### src/rtl/sine_cos_pkg.sv
// Shared state encoding and oscillator constants for the sine/cos burst sequencer.
package sine_cos_pkg;

    typedef enum logic [1:0] {
        IDLE  = 2'd0,
        INIT  = 2'd1,
        RUN   = 2'd2,
        DRAIN = 2'd3
    } state_e;

    localparam int OSC_W = 8;

    // Phase the oscillator holds while its reset is asserted.
    localparam logic [OSC_W-1:0] OSC_INIT_SINE = 8'd0;
    localparam logic [OSC_W-1:0] OSC_INIT_COS  = 8'd120;

endpackage

### src/rtl/sine_cos_rate_div.sv
// Sample-rate down-counter: ticks at zero, reloads on each oscillator step, holds at zero when stalled.
module sine_cos_rate_div #(
    parameter int DIV_W = 8
) (
    input  logic             clk,
    input  logic             rst_n,
    input  logic             clear,
    input  logic             reload,
    input  logic [DIV_W-1:0] div,
    output logic             tick
);

    logic [DIV_W-1:0] cnt_q;
    logic [DIV_W-1:0] cnt_d;

    always_comb begin
        cnt_d = cnt_q;
        if (clear) begin
            cnt_d = '0;
        end else if (reload) begin
            cnt_d = div;
        end else if (cnt_q != '0) begin
            cnt_d = cnt_q - DIV_W'(1);
        end
    end

    always_ff @(posedge clk or negedge rst_n) begin
        if (!rst_n) begin
            cnt_q <= '0;
        end else begin
            cnt_q <= cnt_d;
        end
    end

    assign tick = (cnt_q == '0);

endmodule

### src/rtl/sine_cos_seq.sv
// Burst sequencer driving the sine/cos oscillator and a one-deep valid/ready sample register.
module sine_cos_seq
    import sine_cos_pkg::*;
#(
    parameter int DIV_W = 8,
    parameter int CNT_W = 12
) (
    input  logic             clk,
    input  logic             reset,
    input  logic             cfg_valid,
    output logic             cfg_ready,
    input  logic [DIV_W-1:0] cfg_div,
    input  logic [CNT_W-1:0] cfg_len,
    input  logic             abort,
    output logic             osc_rst_n,
    output logic             osc_en,
    input  logic [OSC_W-1:0] osc_sine,
    input  logic [OSC_W-1:0] osc_cos,
    output logic             smp_valid,
    input  logic             smp_ready,
    output logic [OSC_W-1:0] smp_sine,
    output logic [OSC_W-1:0] smp_cos,
    output logic             smp_last,
    output logic             busy,
    output logic             done,
    output logic [1:0]       state_dbg
);

    // Handshake: a sample transfers on any edge where smp_valid && smp_ready;
    // smp_* are held stable while smp_valid && !smp_ready, and a new capture
    // only happens when the register is empty or being drained that same edge.

    state_e           state_q;
    logic [DIV_W-1:0] div_q;
    logic [CNT_W-1:0] rem_q;
    logic             osc_rst_n_q;
    logic             smp_valid_q;
    logic             smp_last_q;
    logic [OSC_W-1:0] smp_sine_q;
    logic [OSC_W-1:0] smp_cos_q;
    logic             done_q;
    logic             tick;

    sine_cos_rate_div #(
        .DIV_W (DIV_W)
    ) u_rate_div (
        .clk    (clk),
        .rst_n  (reset),
        .clear  (state_q == INIT),
        .reload (osc_en),
        .div    (div_q),
        .tick   (tick)
    );

    // osc_rst_n_q is low only out of reset and during INIT, so it also gates
    // command acceptance until the first edge after reset release.
    assign cfg_ready = (state_q == IDLE) && osc_rst_n_q && !abort;
    assign osc_en    = (state_q == RUN) && tick && (!smp_valid_q || smp_ready) && !abort;

    always_ff @(posedge clk or negedge reset) begin
        if (!reset) begin
            state_q     <= IDLE;
            div_q       <= '0;
            rem_q       <= '0;
            osc_rst_n_q <= 1'b0;
            smp_valid_q <= 1'b0;
            smp_last_q  <= 1'b0;
            smp_sine_q  <= '0;
            smp_cos_q   <= '0;
            done_q      <= 1'b0;
        end else begin
            done_q      <= 1'b0;
            osc_rst_n_q <= 1'b1;
            case (state_q)
                IDLE: begin
                    if (cfg_valid && cfg_ready) begin
                        div_q <= cfg_div;
                        rem_q <= cfg_len;
                        if (cfg_len == '0) begin
                            done_q <= 1'b1;
                        end else begin
                            state_q     <= INIT;
                            osc_rst_n_q <= 1'b0;
                        end
                    end
                end
                INIT: begin
                    state_q <= abort ? IDLE : RUN;
                end
                RUN: begin
                    if (abort) begin
                        state_q     <= IDLE;
                        smp_valid_q <= 1'b0;
                        smp_last_q  <= 1'b0;
                    end else if (osc_en) begin
                        smp_sine_q  <= osc_sine;
                        smp_cos_q   <= osc_cos;
                        smp_valid_q <= 1'b1;
                        smp_last_q  <= (rem_q == CNT_W'(1));
                        rem_q       <= rem_q - CNT_W'(1);
                        if (rem_q == CNT_W'(1)) begin
                            state_q <= DRAIN;
                        end
                    end else if (smp_valid_q && smp_ready) begin
                        smp_valid_q <= 1'b0;
                    end
                end
                DRAIN: begin
                    if (abort) begin
                        state_q     <= IDLE;
                        smp_valid_q <= 1'b0;
                        smp_last_q  <= 1'b0;
                    end else if (smp_valid_q && smp_ready) begin
                        state_q     <= IDLE;
                        smp_valid_q <= 1'b0;
                        smp_last_q  <= 1'b0;
                        done_q      <= 1'b1;
                    end
                end
                default: begin
                    state_q <= IDLE;
                end
            endcase
        end
    end

    assign osc_rst_n = osc_rst_n_q;
    assign smp_valid = smp_valid_q;
    assign smp_sine  = smp_sine_q;
    assign smp_cos   = smp_cos_q;
    assign smp_last  = smp_last_q;
    assign busy      = (state_q != IDLE);
    assign done      = done_q;
    assign state_dbg = state_q;

endmodule

### config.mk
export PLATFORM = sky130hd
export DESIGN_NAME = sine_cos_seq
export DESIGN_NICKNAME = d
export VERILOG_FILES = /design/src/rtl/sine_cos_pkg.sv /design/src/rtl/sine_cos_rate_div.sv /design/src/rtl/sine_cos_seq.sv
export SDC_FILE = /design/constraint.sdc
export NUM_CORES = 1
export LEC_CHECK = 0
export CELL_PAD_IN_SITES_DETAIL_PLACEMENT = 0
export CELL_PAD_IN_SITES_GLOBAL_PLACEMENT = 1
export CORE_ASPECT_RATIO = 0.75
export CORE_MARGIN = 2
export CORE_UTILIZATION = 36
export CTS_CLUSTER_SIZE = 16
export DETAILED_ROUTE_END_ITERATION = 7
export PLACE_DENSITY = 0.8
export SLEW_MARGIN = 25
export SYNTH_ARGS = -nofsm -noshare
export SYNTH_HDL_FRONTEND = slang
export SYNTH_SLANG_ARGS = --single-unit
### constraint.sdc
create_clock -name clk -period 2.81 [get_ports clk]
set_clock_uncertainty 0.15 [all_clocks]
set_input_delay 0.562 -clock clk [delete_from_list [all_inputs] [get_ports clk]]
set_output_delay 0.562 -clock clk [all_outputs]
set_load 0.005 [all_outputs]
==> metrics <==
status=complete, no violations; clock slew seen by the registers of the worst setup and hold paths=around 0.090 ns; post-detailed-route via-to-cell ratio=4.937; standard cell core area=7229 um2; vertical die dimension=78.16 um; Worst-Skew Late Latency=0.30 ns; Post-synth EDFFs=0; post-layout net count=roughly 430; worst hold path type=input port to async pin; number of endpoints with negative hold slack in the final report=0; total DRC errors in the routed layout=0; library cell appearing most often on the critical path=sky130_fd_sc_hd__inv_1; IR drop worst, VDD=0.0004001 V; global-route wire length before repair=~11 mm; remaining antenna violation count=0; number of rows in the core area=27; setup slack, reg-to-reg=0.51 ns; summed instance area of the synthesized netlist=2640 um2; fraction of final layout cells with drive strength greater than 1=8.223%; async set or reset register ratio after synthesis=100.0%; Max-Slew Margin vs Limit=62.72%; Post-DP HPWL=4.964 mm; crit path buf inv count=3; synthesized area per cell=8.800 um2; # fillers=between 700 and 800; dpl cells=469; Final Max Tran Viols=0; number of endpoints failing setup at the final stage=0; launch point of the worst reg-to-reg path=state_dbg[0]$_DFFE_PN0P_; synthesis-to-layout area growth=36.11%; cell types occupying the most area after synthesis=sky130_fd_sc_hd__dfrtp_1 (47%), sky130_fd_sc_hd__nand2_1 (13%), sky130_fd_sc_hd__ha_1 (4.3%); power per unit of standard cell area=932.8 nW/um2; Worst setup startpoint=state_dbg[1]$_DFFE_PN0P_; portion of synthesized cell area occupied by the leading cell type=47.39%; area of the multi-input gates=roughly 1200 um2; main flop type after synthesis=sky130_fd_sc_hd__dfrtp_1; logic depth of the worst register-to-register path=6; Initial DRC Count=143; Synth Net Count=350; maximum number of pins on one net before global-route repair=32; required time at the endpoint of the critical path=around 2.1 ns; number of distinct standard cells referenced by the synthesized netlist=47; total clock buffers created by CTS=5; largest fanout of any net on the critical path=4; pre-CTS setup slack=-0.1063 ns; maximum clock insertion buffer count=2; level count of the clock H-tree=2; Overall Global Routing Usage=17.11%; die footprint=8041 um2; total number of vias=2360; Port Buf Inserts=65; kind of start point of the critical path=register; Clock Tree Root=sky130_fd_sc_hd__clkbuf_8; post-layout instance count excluding filler cells=478; slack of the critical path=0.1741 ns; Routed WL=6.657 mm; Placer Congestion=0.8261; clock tree from TritonCTS=yes; average wire length per cell after detail routing=13.93 um; RSZ-0062 raised after global routing=false; master of the slowest instance on the critical path=sky130_fd_sc_hd__clkdlybuf4s50_1; leading cell type by number of instances after synthesis=sky130_fd_sc_hd__nand2_1; shortest clock period the worst path allows after layout=2.636 ns; Pleak=around 1.6 nW; Antenna diodes=0; clk sinks=50; number of placed I/O pins=66; antenna violations before repair=0; Chip Width=102.9 um; number of warnings printed during yosys synthesis=0; GRT overflow=0; initial core utilization=36.52%; nature of the critical path endpoint=output port; synthesis-stage register bit count=50; total iterations of the first detailed-routing run=4; arrival time at the worst endpoint=1.92 ns; number of cells produced by synthesis=300; max-capacitance violation count=0; cell types with the highest counts after synthesis=sky130_fd_sc_hd__nand2_1 (92), sky130_fd_sc_hd__dfrtp_1 (50), sky130_fd_sc_hd__nor2_1 (17); critical path cell sequence=inv_1, ha_1, inv_1, nor3b_1, clkdlybuf4s50_1; type of the setup path with the least slack=register to output port; fraction of the core area covered by cells at the end of the flow=~50%; category of cells accounting for the largest share of critical-path delay=buffers and inverters; Register Area=1251 um2; hold-fix buffer count after cts=0; vias in the first global route=2196; share of synthesized area occupied by flip-flops and latches=47.39%; Tcrit/Tclk final=93.80%; Critical Path Stages=5; cell taking the most area after synthesis=sky130_fd_sc_hd__dfrtp_1; largest stage delay on the critical path=between 0.5 and 0.6 ns; highest attainable clock frequency=379.4 MHz; Worst-Margin Slew=between 0.5 and 0.6 ns
worst reg2reg max path, cell delays in order (launching register included):
cell	delay (ns)
sky130_fd_sc_hd__dfrtp_1	0.39
sky130_fd_sc_hd__inv_2	0.09
sky130_fd_sc_hd__ha_1	0.17
sky130_fd_sc_hd__buf_4	0.29
sky130_fd_sc_hd__clkinv_1	0.35
sky130_fd_sc_hd__o311ai_1	0.53
sky130_fd_sc_hd__mux2i_1	0.26
sequential cells by signal, indices dropped and copies added, names as in the netlist:
register,cells
smp_valid,1
smp_sine,8
state_dbg,2
smp_cos,8
smp_last,1
rem_q,12
osc_rst_n,1
div_q,8
u_rate_div.cnt_q,8
done,1
placed cells by master, fill, tap and decap left out, types with 3 or more instances in the layout:
| master | Yosys | routed |
|---|---|---|
| sky130_fd_sc_hd__nand2_1 | 92 | 92 |
| sky130_fd_sc_hd__clkdlybuf4s50_1 | 0 | 63 |
| sky130_fd_sc_hd__dfrtp_1 | 50 | 50 |
| sky130_fd_sc_hd__nor2_1 | 17 | 17 |
| sky130_fd_sc_hd__a21oi_1 | 16 | 16 |
| sky130_fd_sc_hd__buf_4 | 1 | 16 |
| sky130_fd_sc_hd__inv_1 | 13 | 12 |
| sky130_fd_sc_hd__a211oi_1 | 10 | 10 |
| sky130_fd_sc_hd__ha_1 | 9 | 9 |
| sky130_fd_sc_hd__o21ai_0 | 7 | 7 |
| sky130_fd_sc_hd__a31oi_1 | 7 | 7 |
| sky130_fd_sc_hd__o22ai_1 | 6 | 6 |
| sky130_fd_sc_hd__clkbuf_8 | 0 | 6 |
| sky130_fd_sc_hd__nor3_1 | 5 | 5 |
| sky130_fd_sc_hd__nand3_1 | 5 | 5 |
| sky130_fd_sc_hd__nor4_1 | 3 | 3 |
| sky130_fd_sc_hd__nand4_1 | 3 | 3 |
| sky130_fd_sc_hd__o32ai_1 | 3 | 3 |
| sky130_fd_sc_hd__xor2_1 | 3 | 3 |
| sky130_fd_sc_hd__xnor2_1 | 3 | 3 |
area by class of cell:
type                    count  area share [%]
clock buffers               6           2.298
clock inverters             2           1.671
inverters                  16           1.706
multi-input cells         222           34.71
flip-flops and latches     50           34.82
well taps                 101           3.517
repair buffers             81           21.27
logic make-up after synthesis:
family,Yosys count,synth area share (%)
and+or+nand+nor,140,23.84
muxes,2,0.7583
buffers and inverters,28,5.450
adders and majority gates,9,4.265
DFF,50,47.39
xor gates and xnor gates,6,1.991
AOI/OAI and AO/OA,65,16.30
stage by stage:
step,hold slack (ns),TNS (ns),area [um2],total power (W)
3_5_place_dp,0.3156,-0.1063,3442,0.002743
5_1_grt,0.1146,0,3593,0.003632
6_report,0.08291,0,3593,0.003352
3_3_place_gp,0.3071,-0.1188,3442,0.002714
4_1_cts,0.09847,0,3593,0.003381
2_1_floorplan,0.1164,0,2640,0.002119
worst paths after layout:
kind                                       endpoint
max                                       cfg_ready
min                            div_q[4]$_DFFE_PN0P_
max reg2reg                state_dbg[1]$_DFFE_PN0P_
min reg2reg                  smp_cos[7]$_DFFE_PN0P_
max in group asynchronous    smp_cos[3]$_DFFE_PN0P_
min in group clk             smp_cos[7]$_DFFE_PN0P_
per-layer routing:
layer  GRT usage (%)  part of all wire [%]
met4           4.474                   1.0
met1           27.19                    52
met2           23.44                    40
met3           3.295                   6.8
met5               0                     0
timing repair:
action | 4_1_cts | 5_1_grt
endpoints found under the setup margin | 1 | 0
buffers inserted | 1 | 0
resized for setup | 3 | 0
power by group:
group | internal, W | leakage [nW] | total (W) | switching, W
clock | 0.000379 | 0.0714 | 0.000612 | 0.000233
combinational | 0.000733 | 0.877 | 0.00146 | 0.000723
sequential | 0.00102 | 0.625 | 0.00128 | 0.000260
total | 0.00214 | 1.57 | 0.00335 | 0.00122
Power figures use the tool's default switching activity.
